===== src/rtl/exc_seq_ctrl.sv =====
// Exception/interrupt entry sequencer: latches the winning event, then runs flush, drain, vector and in-ISR.
// Optional macro EXC_FAULT_ADDR_EN builds the fault_addr capture register; otherwise fault_addr is tied low.
//
//   state  | meaning
//   IDLE   | no event in service; dc exceptions and int_req are sampled here only
//   FLUSH  | one-cycle pipeline invalidate; isr rises here
//   DRAIN  | wait for pipe_empty, bounded by DRAIN_MAX cycles
//   VECTOR | redirect request held to fetch until redirect_ack
//   INISR  | handler running; iret returns to IDLE
module exc_seq_ctrl #(
  parameter logic [7:0] VEC_GP    = 8'd13,
  parameter logic [7:0] VEC_PF    = 8'd14,
  parameter logic [3:0] DRAIN_MAX = 4'd15
) (
  input  logic        clk,
  input  logic        rst,
  input  logic        dc_exp,
  input  logic        dc_prot_exp,
  input  logic        dc_page_fault,
  input  logic        dc_wr_exp,
  input  logic [31:0] exc_eip,
  input  logic [31:0] mem_rd_addr,
  input  logic [31:0] mem_wr_addr,
  input  logic        int_req,
  input  logic [7:0]  int_vec,
  input  logic        pipe_empty,
  input  logic        redirect_ack,
  input  logic        iret,
  output logic        isr,
  output logic        pipe_flush,
  output logic        redirect_valid,
  output logic [7:0]  redirect_vec,
  output logic [31:0] saved_eip,
  output logic [31:0] fault_addr
);

  typedef enum logic [2:0] {
    S_IDLE   = 3'd0,
    S_FLUSH  = 3'd1,
    S_DRAIN  = 3'd2,
    S_VECTOR = 3'd3,
    S_INISR  = 3'd4
  } state_t;

  state_t     state;
  logic [3:0] drain_cnt;
  logic       dc_take;

  // Any dc exception that is not a protection fault is serviced as a page fault,
  // so dc_page_fault itself never steers the vector.
  assign dc_take = (state == S_IDLE) && dc_exp;

  always_ff @(posedge clk or posedge rst) begin
    if (rst) begin
      state          <= S_IDLE;
      drain_cnt      <= 4'd0;
      isr            <= 1'b0;
      pipe_flush     <= 1'b0;
      redirect_valid <= 1'b0;
      redirect_vec   <= 8'd0;
      saved_eip      <= 32'd0;
    end else begin
      pipe_flush <= 1'b0;
      case (state)
        S_IDLE: begin
          if (dc_exp) begin
            state        <= S_FLUSH;
            pipe_flush   <= 1'b1;
            isr          <= 1'b1;
            redirect_vec <= dc_prot_exp ? VEC_GP : VEC_PF;
            saved_eip    <= exc_eip;
          end else if (int_req) begin
            state        <= S_FLUSH;
            pipe_flush   <= 1'b1;
            isr          <= 1'b1;
            redirect_vec <= int_vec;
          end
        end
        S_FLUSH: begin
          state     <= S_DRAIN;
          drain_cnt <= 4'd1;
        end
        // drain_cnt counts DRAIN cycles including the current one, so the
        // forced advance happens after exactly DRAIN_MAX cycles here.
        S_DRAIN: begin
          if (pipe_empty || (drain_cnt == DRAIN_MAX)) begin
            state          <= S_VECTOR;
            redirect_valid <= 1'b1;
          end else begin
            drain_cnt <= drain_cnt + 4'd1;
          end
        end
        S_VECTOR: begin
          if (redirect_ack) begin
            state          <= S_INISR;
            redirect_valid <= 1'b0;
          end
        end
        S_INISR: begin
          if (iret) begin
            state <= S_IDLE;
            isr   <= 1'b0;
          end
        end
        default: begin
          state          <= S_IDLE;
          isr            <= 1'b0;
          redirect_valid <= 1'b0;
        end
      endcase
    end
  end

`ifdef EXC_FAULT_ADDR_EN
  always_ff @(posedge clk or posedge rst) begin
    if (rst) begin
      fault_addr <= 32'd0;
    end else if (dc_take) begin
      fault_addr <= dc_wr_exp ? mem_wr_addr : mem_rd_addr;
    end
  end

  logic unused_pf;
  assign unused_pf = dc_page_fault;
`else
  assign fault_addr = 32'd0;

  logic unused_fa;
  assign unused_fa = ^{dc_take, dc_page_fault, dc_wr_exp, mem_rd_addr, mem_wr_addr};
`endif

`ifndef SYNTHESIS
  a_flush_one_cycle : assert property (@(posedge clk) disable iff (rst)
    pipe_flush |=> !pipe_flush);
  a_vec_stable : assert property (@(posedge clk) disable iff (rst)
    (redirect_valid && !redirect_ack) |=> (redirect_valid && $stable(redirect_vec)));
  a_valid_needs_isr : assert property (@(posedge clk) disable iff (rst)
    redirect_valid |-> isr);
`endif

endmodule


===== config.mk =====
export PLATFORM = sky130hd
export DESIGN_NAME = exc_seq_ctrl
export DESIGN_NICKNAME = d
export VERILOG_FILES = /design/src/rtl/exc_seq_ctrl.sv
export SDC_FILE = /design/constraint.sdc
export NUM_CORES = 1
export LEC_CHECK = 0
export ABC_AREA = 1
export ABC_CLOCK_PERIOD_IN_PS = 1500
export CAP_MARGIN = 5
export CORE_MARGIN = 5
export CORE_UTILIZATION = 33
export DETAILED_ROUTE_END_ITERATION = 6
export PLACE_DENSITY = 0.87
export SLEW_MARGIN = 5
export SYNTH_ARGS = -nofsm -noshare
export SYNTH_HDL_FRONTEND = slang
export SYNTH_SLANG_ARGS = --single-unit

===== constraint.sdc =====
create_clock -name clk -period 1.5 [get_ports clk]
set_input_delay 0.15 -clock clk [delete_from_list [all_inputs] [get_ports clk]]
set_output_delay 0.15 -clock clk [all_outputs]
set_load 0.03 [all_outputs]

## Word level (Yosys, flattened, before mapping)

Index checks and enable logic that the tools add are counted.
Widths: inputs -> output; s select.

- Bits in registers: 50
- Output and inout bits: 75
- Word-level logic and storage cells: 53

- Bitwise gates (word level): 2
- Add/subtract/negate cells: 1
- Multiplexer cells: 21
- Eq/ne operators: 10
- Reduce and logical (&&, ||, !) cells: 12

Operators with widths:

| operator | count |
|---|---|
| $mux 8 | 2 |
| $mux 3 | 5 |
| $pmux 3 s5 | 1 |
| $mux 1 | 8 |
| $ne 2x2->1 const B | 4 |
| $pmux 4 s2 | 1 |
| $eq 3x2->1 const B | 2 |
| $pmux 1 s3 | 2 |
| $reduce_and 2->1 | 3 |
| $reduce_and 3->1 | 2 |
| $reduce_or 3->1 | 2 |
| $add 4x1->4 const B | 1 |
| $eq 4x4->1 const B | 1 |
| $mux 4 | 1 |
| $reduce_and 4->1 | 1 |
| $reduce_bool 2->1 | 2 |
| $eq 3x1->1 const B | 1 |
| $eq 3x3->1 const B | 1 |
| $logic_not 3->1 | 1 |
| $ne 3x3->1 const B | 1 |
| $mux 2 | 1 |
| $not 1->1 | 2 |
| $logic_or 1x1->1 | 1 |

## Longest topological paths before layout

Gate-level depths: netlist of run 1.

- Depth in word-level cells: 4
- Mapped depth: 8

## Worst setup path before layout of run 1

No wires, ideal clock.

- Kind: register to register
- Start: register state[2]
- End: register redirect_vec[0]
- Cell stages (with the launch flop): 8
- Arrival: 1.174 ns
- Period minus slack after synthesis: 1.298 ns
- Setup slack: 0.202 ns
- Path through: dfrtp_1 buf_6 nor2_4 inv_2 nor3_4 inv_4 nand2_1 o21ai_2

- Cells in the longest elaborated chain, start to end: 2

RTL lines:

| what | RTL line | text |
|---|---|---|
| start: declaration | 45 | `state_t state;` |
| start signal: assignment | 55 | `state <= S_IDLE;` |
| start signal: assignment | 67 | `state <= S_FLUSH;` |
| start signal: assignment | 73 | `state <= S_FLUSH;` |
| $logic_not 3->1 | 64 | `case (state)` |
| $reduce_and 2->1 (no source line) | n/a |  |
| end signal: assignment | 70 | `redirect_vec <= dc_prot_exp ? VEC_GP : VEC_PF;` |
| end signal: assignment | 76 | `redirect_vec <= int_vec;` |
| end: declaration | 32 | `output logic [7:0] redirect_vec,` |

No other way between the ends.
A chain may end at the register's enable or synchronous reset.

## Worst setup path after layout of run 1

- Start: register saved_eip[18]
- End: output port saved_eip[18]

RTL lines:

| what | RTL line | text |
|---|---|---|
| start: declaration | 33 | `output logic [31:0] saved_eip,` |
| start signal: assignment | 71 | `saved_eip <= exc_eip;` |

No word-level cell between the ends.

==> out/qor.txt, run 1 <==
Global-route wire length before repair: 9820 um
RR Endpoint: drain_cnt[2]$_DFFE_PP0P_
FF-to-FF setup slack: 140 ps
Switch share: 0.458
Cells on worst reg2reg path: 7
DRC: 0
Number of synthesized register bits: 50
Final max-slew violation count: 0
Post-Place Worst Slack: -9.54 ps
Fin. Hold Viols: 0
Share of the synthesized area in the top cell type: 0.518
Die area: 9120 um^2
CP Launch Type: flop
Critical Path Stages: 1
Initial antenna violation count: 0
Slowest cell on the critical path: clkdlybuf4s50_1
Top cells by area, synth: dfrtp_1 52%, nand2_1 16%, buf_4 10%
Global Route Usage Sum: 0.135
Final worst path period share: 0.971
Worst EP required: 1350 ps
Area growth syn-to-layout: 44.7%
WP data arrival: 1310 ps
Ys Warns: 0
Final ANT Viol Nets: 0
Most frequent cells in the layout: 106 x nand2_1, 50 x dfrtp_1, 48 x clkdlybuf4s50_1, 41 x nand3_1, 32 x conb_1
Kind of critical path: reg -> out
Dpl hpwl: 4770 um
Pre-antenna DRT Iters: 6
Clock Power Share: 0.133
Largest net degree at the start of global routing: 51
Syn_area_per_cell: 8.38 um^2
Clock skew: 4.00 ps
DR iter-0 viols: 77
Leak: 2.05 nW
Via count: 2,123
FP Rows: 31
# IOs: 189
Gate power share: 0.529
Final Routed Wirelength: 6160 um
Antenna Cells: 0
Nets: 498
Clk buf depth: 2
Drt wl/cell: 12.7 um
Htree depth: 2
CTS tree: done
WP buf/inv: 1
CTS root buffer: clkbuf_8
Grt ovf: 0
CTS clk-pin slew, worst paths: 80 ps
Die height: 95.5 um
Top layer used by detailed routing: met4
Post-route non-filler standard cell count: 483
Min-Delay Path Class: in -> async
Number of buffers created by CTS: 5
Worst-path fanout max: 2
Initial Util: 0.336
Max Cap Viol: 0
Crit-path leading delay family: buffers and inverters
Commonest non-fill, non-tap cell in the layout: nand2_1
Fillers: 693
Cells after DPL: 474
Fraction of layout cells with a size suffix above 1: 0.0755
Max Clk Rate: 0.687 GHz
Switch Pwr: 3.15 mW
Port bufs: 90
VDD IR max: 0.932 mV
Vias per cell: 4.40
Synth Instances: 288
Final setup vio count: 0
Seq pwr share: 0.338
Routed length on met1: 2470 um
Sequential share of the synthesized area: 0.518
Chip width: 95.5 um
Core Region: 7180 um^2
Mapped Area: 2410 um^2
R2r startpoint: drain_cnt[0]$_DFFE_PP0P_
Multi-input logic area: 935 um^2
GP Congestion: 0.847
Crit. End Element: output pin
WL met2: 3020 um
Final worst slack: 44.0 ps
Internal: 3.72 mW
CTS sink cnt: 50
Worst path max stage delay: 670 ps
Met3 WL: 626 um
Post-CTS Hold Buffers: 0
Worst-skew pair later-pin latency: 300 ps
Ordered cell list for the critical path: clkdlybuf4s50_1
Synth area leader: dfrtp_1
Vias in the first global route: 2,152
Register area: 1250 um^2
PwrDens: 1970 nW/um^2
Min cycle time layout: 1460 ps
Unique masters post-synth: 27
Outcome: completed
[per-stage QoR]
step,power [mW],area (um^2),util,hold slack [ps],setup TNS (ps)
3_3_place_gp,6.10,3340,0.465,452,0
6_report,6.87,3490,0.487,207,0
5_1_grt,7.38,3490,0.487,233,-4.86
2_1_floorplan,4.70,2530,-,270,0
3_5_place_dp,6.22,3340,0.465,458,-13.7
4_1_cts,6.97,3420,0.477,215,0
[flip-flops by register name, indices dropped and copies added, names as in the netlist]
name,count
drain_cnt,4
isr,1
pipe_flush,1
redirect_valid,1
redirect_vec,8
saved_eip,32
state,3
[final cells by class]
type	instances	share of cell area
Clock buffer	5	0.0197
Sequential cell	50	0.358
Tap cell	99	0.0355
Multi-Input combinational cell	214	0.268
Timing Repair Buffer	101	0.295
Clock inverter	3	0.0115
Inverter	11	0.0125
[routing by layer]
layer / track usage / vias up
met5: 0 / -
met4: 0.0427 / 0
met3: 0.0426 / 4
met2: 0.236 / 102
met1: 0.157 / 981
li1: - / 1036
[logic make-up after synthesis]
| group | Yosys count | share of synthesized area |
|---|---|---|
| other | 1 | 0.00155 |
| AND/OR/NAND/NOR | 173 | 0.312 |
| AO/OA/AOI/OAI | 8 | 0.0192 |
| buffers and inverters | 55 | 0.144 |
| flip-flops | 50 | 0.518 |
| adder cells (fa/ha/maj) | 1 | 0.00518 |
[repair_timing]
item                       CTS  global route
pin swaps                    0             1
hold endpoints to repair     0             0
buffers inserted             0             1
setup endpoints to repair   22            30
resized for setup           22            21
[cells in the mapped netlist, drive strengths merged]
cell type	n
nor3b	1
buf	42
or2	1
nand4	4
nor3	3
nand2	107
ha	1
clkbuf	2
o21ai	6
conb	1
nand3	41
dfrtp	50
a21o	1
nor2	15
inv	11
a21oi	1
nand3b	1
[power groups by stage]
stage	registers (mW)	clock network, mW	logic, mW
detailed placement	2.37	0	3.85
CTS	2.34	0.968	3.66
global route	2.42	1.01	3.96
floorplan	3.32	0	1.38
global placement	2.35	0	3.76
finish	2.33	0.916	3.63
[worst register-to-register path, cell delays in order (launching register included)]
cell and delay, ps:
dfrtp_1 420, ha_1 250, nand3_1 120, nand2_1 100, nor2_2 140, nor2_1 100, nand2_1 80, nand2_1 50
[how the worst max path moves through the flow]
stage,start,slack [ps],endpoint
floorplan,rst,150,drain_cnt[0]$_DFFE_PP0P_
global placement,dc_exp,2,redirect_vec[0]$_DFFE_PP0P_
detailed placement,dc_exp,-10,redirect_vec[0]$_DFFE_PP0P_
CTS,saved_eip[11]$_DFFE_PP0P_,0.4,saved_eip[11]
global route,state[1]$_DFFE_PP0P_,-5,state[0]$_DFFE_PP0P_
finish,saved_eip[18]$_DFFE_PP0P_,40,saved_eip[18]
Note: power is estimated with default switching activity, not from simulation.
==> run 2: changes to the inputs <==
- GPL_ROUTABILITY_DRIVEN: default -> 0
==> results of run 2 <==
Same layout as run 1: the final DEF is identical, and so are final timing and power.
==> run 3: changes to the inputs <==
- PLACE_DENSITY: 0.87 -> 0.77
- SETUP_SLACK_MARGIN: default -> 0.5
==> out/qor.txt, run 3 (synthesized netlist as in run 1, its figures left out) <==
Dpl hpwl: 4430 um
Die area: 9120 um^2
Most frequent cells in the layout: 83 x nand2_1, 48 x dfrtp_1, 47 x clkdlybuf4s50_1, 46 x buf_6, 41 x buf_4
Biggest register: saved_eip
Chip width: 95.5 um
Top flop regs: saved_eip (32), redirect_vec (8), drain_cnt (4)
Final max-slew violation count: 0
Final ANT Viol Nets: 0
Vias in the first global route: 2,168
DR iter-0 viols: 58
Number of buffers created by CTS: 5
GR Layer Usage met1: 0.178
Worst EP required: 1730 ps
CTS clk-pin slew, worst paths: 90 ps
RSZ-0062 raised after global routing: yes
Post-DP Area: 3370 um^2
Htree depth: 2
Final worst path period share: 0.891
Pre-antenna DRT Iters: 5
CTS sink cnt: 50
Post-CTS Hold Buffers: 0
VDD IR max: 0.941 mV
Clk buf depth: 2
Max Cap Viol: 0
Ordered cell list for the critical path: nor2_4, inv_2, nor2_4, clkbuf_16, buf_12, nand3_1, nand2_1
Global-route wire length before repair: 10,400 um
Max Clk Rate: 0.748 GHz
Kind of critical path: reg -> reg
Worst-path fanout max: 6
Met3 track demand over resource: 0.0434
Worst path max stage delay: 410 ps
Worst-skew pair later-pin latency: 300 ps
Vias per cell: 4.48
DRC: 0
Post-Place Worst Slack: -19.2 ps
# IOs: 189
Final Routed Wirelength: 7520 um
CTS root buffer: clkbuf_8
Core Region: 7180 um^2
Area growth syn-to-layout: 72.8%
Crit-path leading delay family: simple AND/OR/NAND/NOR gates
Leak: 2.08 nW
Die height: 95.5 um
Nets: 542
Commonest non-fill, non-tap cell in the layout: nand2_1
WP data arrival: 1570 ps
PwrDens: 2120 nW/um^2
Port bufs: 90
Antenna Cells: 0
Final setup vio count: 0
Initial antenna violation count: 0
Outcome: completed
Global Route Usage Sum: 0.145
Drt wl/cell: 14.3 um
Min-Delay Path Class: in -> async
Met2 Usage GRT: 0.254
Crit. End Element: flop
Fin area: 4170 um^2
Initial Util: 0.336
Grt ovf: 0
Fin. Hold Viols: 0
Fraction of layout cells with a size suffix above 1: 0.381
Final worst slack: 163 ps
Fillers: 627
Cell repeated most along the worst path: nor2_4
Slowest cell on the critical path: dfrtp_1
FP Rows: 31
Largest net degree at the start of global routing: 30
Clock skew: 7.10 ps
FF-to-FF setup slack: 160 ps
Min cycle time layout: 1340 ps
Global route hottest layer: met2
WP buf/inv: 3
CTS tree: done
Largest register FFs: 32
Via count: 2,359
CP Launch Type: flop
[run 3: cell types whose count changed in the layout (fill, tap and decap cells not counted), sizes merged]
| cell | change |
|---|---|
| buf | +81 |
| dlygate4sd2 | -22 |
| dlymetal6s2s | -20 |
| clkbuf | +5 |
| nand2 | +3 |
| bufinv | -1 |
| clkdlybuf4s50 | -1 |
| clkinv | -1 |
| clkinvlp | +1 |
| inv | -1 |
[run 3: worst paths after layout]
check	startpoint	endpoint	cells past startpoint
setup reg to reg	state[2]$_DFFE_PP0P_	saved_eip[25]$_DFFE_PP0P_	7
max in group asynchronous	rst	state[1]$_DFFE_PP0P_	3
hold / removal	rst	saved_eip[4]$_DFFE_PP0P_	3
setup / recovery	state[2]$_DFFE_PP0P_	saved_eip[25]$_DFFE_PP0P_	7
min in group clk	int_vec[6]	redirect_vec[6]$_DFFE_PP0P_	3
hold reg to reg	saved_eip[1]$_DFFE_PP0P_	saved_eip[1]$_DFFE_PP0P_	2
[run 3: timing repair]
| item | in CTS | in global routing |
|---|---|---|
| gates resized for setup | 307 | 51 |
| setup buffers | 16 | 22 |
| setup endpoints to repair | 93 | 93 |
| pin swaps | 16 | 26 |
| cloned | 2 | 5 |
[run 3: layer usage]
layer	part of all wire	wire length, um
met5	0	0
met4	0.011	81
met3	0.077	579
met2	0.52	3940
met1	0.39	2920
[run 3: cell type report]
cell class	instances	area, um^2	area share
Clock buffer	7	86.3	0.0207
Multi-Input combinational cell	217	1180	0.283
Timing Repair Buffer	142	1470	0.353
Inverter	11	47.5	0.0114
Sequential cell	50	1250	0.301
Clock inverter	1	5.00	0.00120
Tap cell	99	124	0.0297
[run 3: where the power goes]
group / switching (mW) / internal (mW) / leakage, nW / total (mW)
Clock: 0.432 / 0.373 / 0.0482 / 0.805
Sequential: 0.508 / 1.95 / 0.628 / 2.46
Combinational: 2.91 / 2.64 / 1.41 / 5.55
[run 3: worst reg2reg max path, stage by stage, from the launching register on]
cell and delay (ps):
dfrtp_1 410, nor2_4 140, inv_2 70, nor2_4 160, clkbuf_16 210, buf_12 130
nand3_1 70, nand2_1 80
[run 3: stage by stage]
step	hold WS, ps	instances	util	power, mW	setup TNS, ps
after floorplan	192	319	-	4.81	0
after global placement	454	474	0.470	6.16	0
after detailed placement	460	474	0.470	6.25	-166
after CTS	262	500	0.521	7.86	0
after global routing	291	527	0.581	9.34	0
final	260	527	0.581	8.82	0
==> variant: new RTL, settings of run 1 <==
Build with the macro `EXC_FAULT_ADDR_EN` defined.
--- a/src/rtl/exc_seq_ctrl.sv
+++ b/src/rtl/exc_seq_ctrl.sv
@@ -7,6 +7,8 @@
 //   DRAIN  | wait for pipe_empty, bounded by DRAIN_MAX cycles
 //   VECTOR | redirect request held to fetch until redirect_ack
 //   INISR  | handler running; iret returns to IDLE
+`define EXC_FAULT_ADDR_EN
+
 module exc_seq_ctrl #(
   parameter logic [7:0] VEC_GP    = 8'd13,
   parameter logic [7:0] VEC_PF    = 8'd14,
Formal check against the unedited RTL: not equivalent (a bounded check fails within 4 cycles, from zero or initial values and one cycle with rst high).
==> variant against run 1 <==
Synthesized area increased by 51%. Die area grew 45%. Synthesized cell count increased by 58%. Clock power grew 65%. Routed wire length grew 71%. Sequential cell count grew 32. Total power up 57%. Combinational power grew 52%. Worst setup slack improved by 0.028 ns. Final area up 66%. Non-clock buffer count increased by 96. Core utilization grew 4.8 points.
==> variant: results (changes against run 1) <==
metric;value;unit;change
drt_iter0_drc;115;;+49%
synthMuxAreaShare;0;%;unchanged
synth_edf_count;0;;unchanged
synth_compound_area_share;10.19;%;+8.3 points
drive_above_1_share;5.255;%;-2.3 points
grt_max_degree;83;;+63%
grt_util_met2;27.31;%;+3.7 points
wl_met3;929;um;+48%
grt_usage;15.95;%;+2.4 points
port_buffers;187;;+110%
placedCellCount;771;;+63%
place_worst_setup_slack;-0.02493;ns;-0.01539 ns
hold_slack;0.2619;ns;+0.05451 ns
dr.pass1.iters;4;;-2
slowest_delay;0.49;ns;-0.18 ns
met3_usage;4.737;%;+0.47 points
dp.final_hpwl;8261;um;+73%
top_regs;fault_addr: 32 flops, saved_eip: 32 flops, redirect_vec: 8 flops;;
switchingPower;4.950;mW;+57%
yosys.area_share.adder;0.3442;%;-0.17 points
cts_buffers;9;;+4
via_per_inst;4.541;;+3.3%
p_leak;3.026;nW;+48%
root_buffer;clkbuf_8;;
wl_met1;4234;um;+71%
dr_total_vias;3574;;+68%
crit_arrival;1.71;ns;+0.40 ns
crit_family;simple AND/OR/NAND/NOR gates;;
grt_use_met1;18.25;%;+2.5 points
htree_levels;3;;+1
ys_seq_area_share;56.45;%;+4.6 points
outcome;completed;;
worstSkewPairLatency;0.35;ns;+0.05 ns
reg2reg_slack;0.07;ns;-0.07 ns
ir_drop;0.0008598;V;-7.7%
die-area;13210;um^2;+45%
r2r_cells;5;;-2
netlist_instances;455;;+58%
ys.flop_type;dfrtp_1;;
place_area;5702;um^2;+71%
r2r_start;state[2];;
wl_met2;5097;um;+69%
final_nets;757;;+52%
grt_pass1_wl;16880;um;+72%
yosys-top-cells-area;dfrtp_1 (56%), nand2_1 (20%), o21ai_0 (8.5%);;
ys_types;24;;-11%
antenna_cells;0;;unchanged
critPathSlowestCell;dfrtp_1;;
wl_per_cell;13.41;um;+5.2%
-- variant: cell count changes after synthesis, moves of 3 or more --
| cell | before | now |
|---|---|---|
| inv_1 | 9 | 42 |
| buf_4 | 32 | 0 |
| o21ai_1 | 2 | 8 |
| clkbuf_1 | 2 | 5 |
| nand3_1 | 41 | 10 |
| o21ai_0 | 3 | 62 |
| nand2_1 | 106 | 198 |
| dfrtp_1 | 50 | 82 |
| buf_1 | 1 | 6 |
-- variant: layout make-up --
cell class                      instances  area [um^2]
Clock buffer                           11        131.4
Clock inverter                          5        55.05
Fill cell                             982         5044
Inverter                               44        168.9
Multi-Input combinational cell        308         1316
Sequential cell                        82         2052
Tap cell                              140        175.2
Timing Repair Buffer                  197         1898
-- variant: cell families after synthesis --
logic type / Yosys count
flip-flops: 82
adder cells (fa/ha/maj): 1
AO/OA/AOI/OAI: 73
buffers and inverters: 65
AND/OR/NAND/NOR: 234
-- variant: worst max-delay path by stage --
stage / start / end / slack (ns)
final: state[2] / drain_cnt[2] / 0.07
after global routing: state[0] / redirect_vec[0] / -0.008
after CTS: state[2] / drain_cnt[1] / 0.08
after detailed placement: dc_exp / fault_addr[5] / -0.02
after global placement: dc_exp / fault_addr[15] / 0.03
after floorplan: state[1] / saved_eip[0] / 0.16
-- variant: power by group through the flow --
| stage | Clock, mW | Sequential (mW) | Combinational (mW) |
|---|---|---|---|
| after global placement | 0 | 3.79 | 6.06 |
| after global routing | 1.67 | 3.90 | 6.00 |
| after CTS | 1.58 | 3.77 | 5.58 |
| after floorplan | 0 | 5.64 | 1.58 |
| after detailed placement | 0 | 3.84 | 6.22 |
| final | 1.51 | 3.77 | 5.51 |
-- variant: what timing repair did --
action,in CTS,in global routing
gates resized for setup,75,1
hold endpoints to repair,0,0
setup endpoints to repair,75,4
